**config.mk**
```make
export PLATFORM = sky130hd
export DESIGN_NAME = if_id_stage
export DESIGN_NICKNAME = d
export VERILOG_FILES = /design/src/rtl/if_id_stage.sv
export SDC_FILE = /design/constraint.sdc
export NUM_CORES = 1
export LEC_CHECK = 0
export ABC_CLOCK_PERIOD_IN_PS = 7600
export CORE_MARGIN = 4
export CORE_UTILIZATION = 50
export CTS_CLUSTER_SIZE = 25
export DETAILED_ROUTE_END_ITERATION = 7
export GPL_TIMING_DRIVEN = 0
export PLACE_DENSITY = 0.87
export SYNTH_ARGS = -nofsm -noshare
export SYNTH_HDL_FRONTEND = slang
export SYNTH_SLANG_ARGS = --single-unit
export TNS_END_PERCENT = 30
```
**constraint.sdc**
```tcl
create_clock -name clk -period 7.6 [get_ports clk]
set_input_delay 0.76 -clock clk [delete_from_list [all_inputs] [get_ports clk]]
set_output_delay 0.76 -clock clk [all_outputs]
set_load 0.005 [all_outputs]
```
**src/rtl/if_id_stage.sv**
```systemverilog
// -----------------------------------------------------------------------------
// if_id_stage
//
// Fetch-to-decode pipeline register. Accepts one {pc, instr} pair per cycle
// over a valid/ready handshake and holds up to two entries, so a decode stall
// never drops an instruction that fetch has already issued. The oldest entry
// is presented to decode with the MIPS fields already split out.
//
// Ports
//   clk            rising-edge clock
//   reset          asynchronous, active-low reset
//   flush          synchronous discard of all entries and any same-cycle enqueue
//   in_valid       fetch side presents in_pc / in_instr
//   in_ready       stage can take an entry this cycle (registered state only)
//   in_pc          word-indexed PC of the fetched instruction
//   in_instr       fetched instruction word
//   out_valid      head entry valid for decode
//   out_ready      decode consumes the head this cycle
//   out_pc         PC of the head entry (0 when empty)
//   out_pc_plus1   out_pc + 1, wrapping
//   out_instr      head instruction word (NOP_INSTR when empty)
//   opcode, rs, rt, rd, shamt, funct, imm, imm_sext, jaddr
//                  decode fields of out_instr
//   is_rtype / is_itype / is_jtype
//                  instruction class, one-hot while valid, all 0 when empty
//   delivered_cnt  number of completed output handshakes, wraps at 2^32
// -----------------------------------------------------------------------------
module if_id_stage #(
  parameter int          PC_W      = 32,
  parameter logic [31:0] NOP_INSTR = 32'h0000_0000
) (
  input  logic            clk,
  input  logic            reset,
  input  logic            flush,
  input  logic            in_valid,
  output logic            in_ready,
  input  logic [PC_W-1:0] in_pc,
  input  logic [31:0]     in_instr,
  output logic            out_valid,
  input  logic            out_ready,
  output logic [PC_W-1:0] out_pc,
  output logic [PC_W-1:0] out_pc_plus1,
  output logic [31:0]     out_instr,
  output logic [5:0]      opcode,
  output logic [4:0]      rs,
  output logic [4:0]      rt,
  output logic [4:0]      rd,
  output logic [4:0]      shamt,
  output logic [5:0]      funct,
  output logic [15:0]     imm,
  output logic [31:0]     imm_sext,
  output logic [25:0]     jaddr,
  output logic            is_rtype,
  output logic            is_itype,
  output logic            is_jtype,
  output logic [31:0]     delivered_cnt
);

  localparam logic [1:0] EMPTY = 2'd0;
  localparam logic [1:0] ONE   = 2'd1;
  localparam logic [1:0] FULL  = 2'd2;

  localparam logic [5:0] OP_RTYPE = 6'h00;
  localparam logic [5:0] OP_J     = 6'h02;
  localparam logic [5:0] OP_JAL   = 6'h03;

  function automatic logic [PC_W-1:0] pc_inc(input logic [PC_W-1:0] pc);
    return pc + {{(PC_W-1){1'b0}}, 1'b1};
  endfunction

  function automatic logic [31:0] sext16(input logic [15:0] v);
    return {{16{v[15]}}, v};
  endfunction

  logic [1:0]      count_p1;
  logic [PC_W-1:0] head_pc_p1;
  logic [31:0]     head_instr_p1;
  logic [PC_W-1:0] tail_pc_p1;
  logic [31:0]     tail_instr_p1;
  logic [31:0]     dlv_cnt_p1;

  logic enq;
  logic deq;

  // Handshake is decided purely from registered occupancy, so out_ready has
  // no combinational path to in_ready.
  assign in_ready  = (count_p1 != FULL);
  assign out_valid = (count_p1 != EMPTY);
  assign enq       = in_valid & in_ready;
  assign deq       = out_valid & out_ready;

  // ---- stage p1: two-entry buffer (head is always the oldest entry) ----
  always_ff @(posedge clk or negedge reset) begin
    if (!reset) begin
      count_p1      <= EMPTY;
      head_pc_p1    <= '0;
      head_instr_p1 <= NOP_INSTR;
      tail_pc_p1    <= '0;
      tail_instr_p1 <= NOP_INSTR;
    end else if (flush) begin
      count_p1      <= EMPTY;
      head_pc_p1    <= '0;
      head_instr_p1 <= NOP_INSTR;
      tail_pc_p1    <= '0;
      tail_instr_p1 <= NOP_INSTR;
    end else begin
      case (count_p1)
        EMPTY: begin
          if (enq) begin
            head_pc_p1    <= in_pc;
            head_instr_p1 <= in_instr;
            count_p1      <= ONE;
          end
        end
        ONE: begin
          if (enq && deq) begin
            // Head leaves while the new word arrives: new word becomes head.
            head_pc_p1    <= in_pc;
            head_instr_p1 <= in_instr;
          end else if (enq) begin
            tail_pc_p1    <= in_pc;
            tail_instr_p1 <= in_instr;
            count_p1      <= FULL;
          end else if (deq) begin
            head_pc_p1    <= '0;
            head_instr_p1 <= NOP_INSTR;
            count_p1      <= EMPTY;
          end
        end
        FULL: begin
          // in_ready is low here, so only a dequeue can happen.
          if (deq) begin
            head_pc_p1    <= tail_pc_p1;
            head_instr_p1 <= tail_instr_p1;
            tail_pc_p1    <= '0;
            tail_instr_p1 <= NOP_INSTR;
            count_p1      <= ONE;
          end
        end
        default: begin
          count_p1 <= EMPTY;
        end
      endcase
    end
  end

  // A dequeue in the same cycle as a flush was a real handshake, so it is
  // counted regardless of flush.
  always_ff @(posedge clk or negedge reset) begin
    if (!reset) begin
      dlv_cnt_p1 <= '0;
    end else if (deq) begin
      dlv_cnt_p1 <= dlv_cnt_p1 + 32'd1;
    end
  end

  assign delivered_cnt = dlv_cnt_p1;

  // ---- decode view of the head entry (combinational) ----
  // Outputs are masked on occupancy so an empty stage always looks like a NOP
  // at PC 0, independent of what the head register happens to hold.
  assign out_pc       = out_valid ? head_pc_p1    : '0;
  assign out_instr    = out_valid ? head_instr_p1 : NOP_INSTR;
  assign out_pc_plus1 = pc_inc(out_pc);

  assign opcode   = out_instr[31:26];
  assign rs       = out_instr[25:21];
  assign rt       = out_instr[20:16];
  assign rd       = out_instr[15:11];
  assign shamt    = out_instr[10:6];
  assign funct    = out_instr[5:0];
  assign imm      = out_instr[15:0];
  assign imm_sext = sext16(out_instr[15:0]);
  assign jaddr    = out_instr[25:0];

  assign is_rtype = out_valid && (opcode == OP_RTYPE);
  assign is_jtype = out_valid && ((opcode == OP_J) || (opcode == OP_JAL));
  assign is_itype = out_valid && (opcode != OP_RTYPE) && (opcode != OP_J) &&
                    (opcode != OP_JAL);

endmodule
```
==> results of run 1 <==
stage by stage:
step                setup slack, ps  power [mW]  utilization  cell area, sq um
detailed placement             2770        2.11        0.706             12300
CTS                            2330        2.98        0.741             12900
finish                         2330        2.98        0.741             12900
global placement               -724        2.09        0.705             12200
global route                   2060        3.12        0.741             12900
floorplan                      4300        1.62            -              8870
metal layers:
metal  vias up  global-route usage
met5         -                   0
met4         0              0.0688
met3        29              0.0638
met2       341               0.484
met1      4007               0.346
li1       3795                   -
registers in the layout, summed over array words and instances (netlist names):
| register | flops |
|---|---|
| delivered_cnt | 32 |
| count_p1 | 2 |
| head_pc_p1 | 32 |
| tail_instr_p1 | 32 |
| tail_pc_p1 | 32 |
| head_instr_p1 | 32 |
final cells by class:
type | instances | area, sq um
multi-input combinational | 603 | 3760
inverter | 8 | 30.0
clock inverter | 12 | 133
tap | 225 | 282
fill | 1274 | 4490
buffer | 165 | 1040
timing repair buffer | 308 | 3110
clock buffer | 20 | 467
sequential | 162 | 4050
worst max-delay path by stage:
| stage | to | slack, ps | depth (start not counted) |
|---|---|---|---|
| global placement | head_instr_p1[21]$_DFFE_PN0P_ | -720 | 1 |
| CTS | out_pc_plus1[26] | 2330 | 12 |
| global route | out_pc_plus1[26] | 2060 | 12 |
| detailed placement | out_pc_plus1[26] | 2770 | 12 |
| floorplan | out_pc_plus1[26] | 4300 | 11 |
| finish | out_pc_plus1[26] | 2330 | 12 |
power by group:
group	total [mW]	internal, mW	switching, mW
clock network	0.869	0.509	0.360
logic	0.990	0.482	0.508
registers	1.12	1.01	0.112
total	2.98	2.00	0.980
placed cells by master, fill, tap and decap left out, types with 2 or more instances in the layout:
cell and count:
clkdlybuf4s50_1 306, nand2_1 163, dfrtp_1 162, buf_4 107
o2bb2ai_1 65, nor2b_1 64, o21ai_0 64, a22oi_1 64
xnor2_1 42, clkbuf_1 41, xor2_1 20, nand3_1 19
nor2_1 18, nand4_1 17, clkbuf_16 17, buf_2 12
and3_1 10, inv_1 8, nor3_1 6, ha_1 6
clkinvlp_4 6, buf_1 5, nor4_1 5, nor2b_2 3
nand3b_1 3, and4_1 3, nand2b_1 3, a21oi_1 3
clkbuf_8 3, nor4_4 2, and2_1 2, mux2i_1 2
clkinv_2 2, clkinv_4 2, bufinv_16 2
worst max-delay path: stages, from the launching register on:
cell and delay [ps]:
dfrtp_1 370, inv_1 100, ha_1 320, buf_2 270, clkbuf_1 380, nor2b_1 290, ha_1 260, and4_1 250
nand4_1 360, nor4_4 520, nand4_1 190, xnor2_1 230, clkdlybuf4s50_1 540
logic make-up (layout without fill, tap and decap cells):
| kind of cell | Yosys count | after routing | share of synthesized area |
|---|---|---|---|
| XOR/XNOR | 62 | 62 | 0.0612 |
| buffers and inverters | 173 | 513 | 0.120 |
| AO/OA/AOI/OAI | 202 | 202 | 0.163 |
| AND/OR/NAND/NOR | 331 | 331 | 0.189 |
| flip-flops | 162 | 162 | 0.457 |
| multiplexers | 2 | 2 | 0.00226 |
| adder cells (fa/ha/maj) | 6 | 6 | 0.00846 |
==> Flow_metrics.wiki, run 1 <==
{| class="wikitable"
! Metric !! Value
|-
| Overflow after GRT || 0
|-
| FMAX || 0.190 GHz
|-
| Post-CTS Setup Repair Bufs || 0
|-
| Portion of the post-synthesis area used by sequential elements || 0.457
|-
| Yosys warns || 0
|-
| Register clock-pin slew on the reported worst setup and hold paths || 60 ps
|-
| Global placer's final weighted congestion || 0.899
|-
| Number of rows in the core area || 48
|-
| Area contributors post-synth || dfrtp_1 (46%), buf_4 (9.1%), nand2_1 (6.9%)
|-
| Category of the worst setup path capture point || output port
|-
| Number of diodes || 0
|-
| Total CTS buffers || 17
|-
| Post-CTS resize count || 0
|-
| Endpoint required time on the critical path || 6840 ps
|-
| Register-to-register path setup slack || 4640 ps
|-
| Drt initial violations || 516
|-
| Most frequently used cell type in the post-synthesis netlist || nand2_1
|-
| Max Used Layer || met4
|-
| Slew at the pin closest to its max-slew limit || 957 ps
|-
| Dpl hpwl || 20,300 um
|-
| Outcome || complete, no violations
|-
| Worst reg2reg path depth || 8
|-
| Synthesized instance count || 938
|-
| Source of the critical timing path || count_p1[0]$_DFFE_PN0P_
|-
| Cell type with the largest total area after synthesis || dfrtp_1
|-
| # port buffers || 307
|-
| Critical register-to-register path endpoint || head_instr_p1[25]$_DFFE_PN0P_
|-
| Flip-flop cell with the highest count after synthesis || dfrtp_1
|-
| Total count of max-transition violations in the final report || 0
|-
| Die Y-Extent || 141 um
|-
| Vias in the first global route || 8,281
|-
| Average size of a mapped cell || 9.46 sq um
|-
| Hold-fix buffers, CTS || 0
|-
| Cell at the root of the clock tree || clkbuf_16
|-
| Async S/R FF share, synth || 1.00
|-
| Synth Cell Area || 8870 sq um
|-
| Overall routed net length || 27,600 um
|-
| Cell types with the highest counts after synthesis || nand2_1 (163), dfrtp_1 (162), buf_4 (107)
|-
| Setup TNS || 0 ps
|-
| H-tree depth reported by CTS || 4
|-
| Nature of the critical path startpoint || flop
|-
| Starting utilization of the core area || 0.511
|-
| Die area || 19,900 sq um
|-
| Min Clock Period, post-route || 5270 ps
|-
| Placeable core area || 17,400 sq um
|-
| Proportion of netlist area held by the largest area contributor || 0.457
|-
| Library cells used by synthesis || 47
|-
| Final worst hold slack || 288 ps
|-
| Number of synthesized flops with an enable pin || 0
|-
| Kind of critical path || flop to output port
|-
| Drt via density || 5.44
|-
| Die extent in x || 141 um
|-
| Maximum capacitance violations || 0
|-
| Synthesized Nets || 1,013
|-
| Pwr Density || 231 nW/um^2
|-
| Clk Latency, worst-skew pair || 440 ps
|-
| Final Skew || 8.00 ps
|-
| First-pass iteration count of the detailed router || 5
|-
| Number of nets in the layout || 1,340
|-
| Via count of the routed design || 8,172
|-
| Non-filler cells, final || 1,503
|-
| CTS tree || yes
|-
| Class of the tightest hold or removal check || primary input to async pin
|-
| WL met3 || 2140 um
|-
| Flip-flop and latch count after synthesis || 162
|-
| Headroom to the max-slew limit || 0.360
|-
| Wl on met1 || 10,800 um
|-
| Global-route wire length before repair || 44,000 um
|-
| Reg-to-reg critical path startpoint || count_p1[0]$_DFFE_PN0P_
|-
| Finish-stage setup viols || 0
|-
| I/O pins || 308
|-
| Final period utilization || 0.694
|-
| Maximum number of pins on one net before global-route repair || 88
|-
| Unrepaired setup endpoints after global routing || false
|-
| Critical path peak fanout || 10
|-
| Largest vdd supply drop || 0.000176 V
|-
| Static leakage || 5.52 nW
|-
| Gr usage total || 0.276
|-
| Number of sinks handled by clock tree synthesis || 162
|-
| Buffers from clock root to sink, at most || 2
|-
| Count of antenna-violating nets left after detailed routing || 0
|-
| Share of final-layout standard cells stronger than drive strength 1 || 0.130
|-
| Number of placed instances with taps included || 1,471
|-
| Fin. Hold Viols || 0
|-
| Syn-to-layout area delta || 44.9%
|-
| Endpoint arrival time on the critical path || 4510 ps
|-
| Initial antenna violation count || 0
|-
| Met2 Wirelength || 14,300 um
|-
| Detail-routed net length per standard cell || 18.4 um
|-
| Drc violations || 0
|}
No activity file was read; power rests on OpenSTA's default activity.
==> run 2: changes to the inputs <==
--- a/config.mk
+++ b/config.mk
@@ -5,13 +5,13 @@
 export SDC_FILE = /design/constraint.sdc
 export NUM_CORES = 1
 export LEC_CHECK = 0
-export ABC_CLOCK_PERIOD_IN_PS = 7600
+export ABC_CLOCK_PERIOD_IN_PS = 5200
 export CORE_MARGIN = 4
-export CORE_UTILIZATION = 50
+export CORE_UTILIZATION = 46
 export CTS_CLUSTER_SIZE = 25
 export DETAILED_ROUTE_END_ITERATION = 7
 export GPL_TIMING_DRIVEN = 0
-export PLACE_DENSITY = 0.87
+export PLACE_DENSITY = 0.81
 export SYNTH_ARGS = -nofsm -noshare
 export SYNTH_HDL_FRONTEND = slang
 export SYNTH_SLANG_ARGS = --single-unit
==> constraint.sdc (replaced) <==
create_clock -name clk -period 5.2 [get_ports clk]
set_input_delay 0.52 -clock clk [delete_from_list [all_inputs] [get_ports clk]]
set_output_delay 0.52 -clock clk [all_outputs]
set_load 0.005 [all_outputs]
==> run 2 against run 1 <==
Compared with the run above:
- clock-buffer cell count is 4 higher
- die area is 8.2% higher
- combinational power is 45% higher
- utilization is 5.8 points lower
- hold slack worse by 230 ps
- clock skew is 1.4 ps lower
- first-iteration DRC count is 15% lower
- non-clock buffer count stayed put
- routed wire length is 2.1% lower
- clock power is 38% higher
- final cell count is 2.3% higher
==> Flow_metrics.wiki, run 2 (same netlist as run 1, synthesis figures left out) <==
{| class="wikitable"
! Metric !! Value
|-
| Outcome || complete, no violations
|-
| Headroom to the max-slew limit || 0.391
|-
| Drt initial violations || 439
|-
| Maximum capacitance violations || 0
|-
| Vias in the first global route || 8,274
|-
| Die extent in x || 147 um
|-
| Cell at the root of the clock tree || clkbuf_16
|-
| Number of sinks handled by clock tree synthesis || 162
|-
| Largest vdd supply drop || 0.000257 V
|-
| Initial antenna violation count || 1
|-
| Final worst hold slack || 58.7 ps
|-
| Post-CTS Setup Repair Bufs || 0
|-
| Final non-filler cell area || 12,900 sq um
|-
| I/O pins || 308
|-
| Endpoint required time on the critical path || 4680 ps
|-
| Most common cell after layout, fill and taps aside || clkdlybuf4s50_1
|-
| First-pass iteration count of the detailed router || 5
|-
| Total net switching power || 1.40 mW
|-
| Via count of the routed design || 8,104
|-
| Count of antenna-violating nets left after detailed routing || 0
|-
| P_int || 2.87 mW
|-
| Global-route wire length before repair || 43,500 um
|-
| Worst reg2reg path depth || 8
|-
| Finish-stage setup viols || 0
|-
| Drt via density || 5.27
|-
| Category of the worst setup path capture point || output port
|-
| Filler cell count || 1,502
|-
| Part of the total power dissipated in combinational logic || 0.337
|-
| Pwr Density || 332 nW/um^2
|-
| Setup TNS || 0 ps
|-
| Hold-fix buffers, CTS || 0
|-
| Nature of the critical path startpoint || flop
|-
| Total count of max-transition violations in the final report || 0
|-
| Static leakage || 5.51 nW
|-
| Starting utilization of the core area || 0.471
|-
| Post-CTS resize count || 0
|-
| Final Skew || 6.64 ps
|-
| Kind of critical path || flop to output port
|-
| Endpoint arrival time on the critical path || 4420 ps
|-
| Class of the tightest hold or removal check || primary input to async pin
|-
| Gr usage total || 0.248
|-
| H-tree depth reported by CTS || 4
|-
| Die Y-Extent || 147 um
|-
| Number of diodes || 0
|-
| Fin. Hold Viols || 0
|-
| Final period utilization || 0.951
|-
| Die area || 21,600 sq um
|-
| Overflow after GRT || 0
|-
| Unrepaired setup endpoints after global routing || false
|-
| Area of combinational cells with multiple inputs || 3760 sq um
|-
| Total CTS buffers || 17
|-
| Share of final-layout standard cells stronger than drive strength 1 || 0.127
|-
| Drc violations || 0
|-
| Syn-to-layout area delta || 45.0%
|-
| Slew at the pin closest to its max-slew limit || 910 ps
|-
| Placeable core area || 18,800 sq um
|-
| # port buffers || 307
|-
| Dpl hpwl || 20,100 um
|-
| Number of nets in the layout || 1,340
|-
| Pwr Total || 4.28 mW
|-
| Register clock-pin slew on the reported worst setup and hold paths || 60 ps
|-
| Clk Latency, worst-skew pair || 420 ps
|-
| Critical path peak fanout || 10
|-
| Buffers from clock root to sink, at most || 2
|-
| CTS tree || yes
|-
| Maximum number of pins on one net before global-route repair || 93
|-
| Number of rows in the core area || 50
|-
| Relative contribution of sequential cells to total power || 0.382
|-
| Min Clock Period, post-route || 4940 ps
|-
| Share of power burned in the clock network || 0.280
|-
| Overall routed net length || 27,000 um
|-
| Post-Place Cell Area || 12,300 sq um
|-
| FMAX || 0.202 GHz
|-
| Detail-routed net length per standard cell || 17.6 um
|-
| Global placer's final weighted congestion || 0.861
|-
| FF/Latch Area || 4050 sq um
|-
| Fraction of power spent switching nets || 0.328
|-
| Most frequent cells in the layout || clkdlybuf4s50_1 (306), nand2_1 (163), dfrtp_1 (162)
|}
-- run 2: power by group through the flow --
stage	combinational [mW]	clock [mW]	sequential, mW
2_1_floorplan	0.767	0	1.60
3_3_place_gp	1.41	0	1.65
3_5_place_dp	1.45	0	1.65
4_1_cts	1.45	1.22	1.63
5_1_grt	1.58	1.26	1.66
6_report	1.44	1.20	1.64
-- run 2: worst max-delay path, cell delays in order, from the launching register on --
cell and delay [ps]:
dfrtp_1 370, inv_1 100, ha_1 320, buf_2 250, clkbuf_1 390, nor2b_1 260
ha_1 240, and4_1 240, nand4_1 370, nor4_4 480, nand4_1 160, xnor2_1 240
clkdlybuf4s50_1 570
-- run 2: area by class of cell --
class | instances | area share
inverters | 8 | 0.00233
plain buffers | 165 | 0.0805
multi-input cells | 603 | 0.292
clock buffers | 24 | 0.0374
repair buffers | 308 | 0.241
well taps | 260 | 0.0253
flip-flops and latches | 162 | 0.315
clock inverters | 8 | 0.00613
-- run 2: worst paths after layout --
path | startpoint | to | slack [ps]
setup reg to reg | count_p1[0]$_DFFE_PN0P_ | head_instr_p1[31]$_DFFE_PN0P_ | 2340
max in group asynchronous | reset | head_pc_p1[7]$_DFFE_PN0P_ | 4290
hold / removal | reset | head_instr_p1[12]$_DFFE_PN0P_ | 60
min in group clk | delivered_cnt[31]$_DFFE_PN0P_ | delivered_cnt[31]$_DFFE_PN0P_ | 470
setup / recovery | count_p1[0]$_DFFE_PN0P_ | out_pc_plus1[26] | 260
hold reg to reg | delivered_cnt[31]$_DFFE_PN0P_ | delivered_cnt[31]$_DFFE_PN0P_ | 470
-- run 2: per-layer routing --
metal	global-route usage	up-vias	part of all wire
met5	0	-	0.00048
met4	0.0690	2	0.018
li1	-	3791	-
met2	0.415	317	0.49
met3	0.0657	38	0.072
met1	0.319	3956	0.42
-- run 2: metrics by stage --
| step | setup WS, ps | utilization | cells |
|---|---|---|---|
| after floorplan | 2140 | - | 938 |
| after global placement | -3020 | 0.652 | 1505 |
| after detailed placement | 622 | 0.653 | 1506 |
| after CTS | 165 | 0.683 | 1538 |
| after global routing | 0.0777 | 0.683 | 1538 |
| final | 255 | 0.683 | 1538 |
==> run 3: changes to the inputs <==
--- a/config.mk
+++ b/config.mk
@@ -5,14 +5,15 @@
 export SDC_FILE = /design/constraint.sdc
 export NUM_CORES = 1
 export LEC_CHECK = 0
+export ABC_AREA = 0
 export ABC_CLOCK_PERIOD_IN_PS = 5200
 export CORE_MARGIN = 4
 export CORE_UTILIZATION = 46
 export CTS_CLUSTER_SIZE = 25
 export DETAILED_ROUTE_END_ITERATION = 7
+export GPL_ROUTABILITY_DRIVEN = 0
 export GPL_TIMING_DRIVEN = 0
 export PLACE_DENSITY = 0.81
 export SYNTH_ARGS = -nofsm -noshare
 export SYNTH_HDL_FRONTEND = slang
 export SYNTH_SLANG_ARGS = --single-unit
-export TNS_END_PERCENT = 30
==> results of run 3 <==
Same layout as run 2: the final DEF is identical, and so are final timing and power.
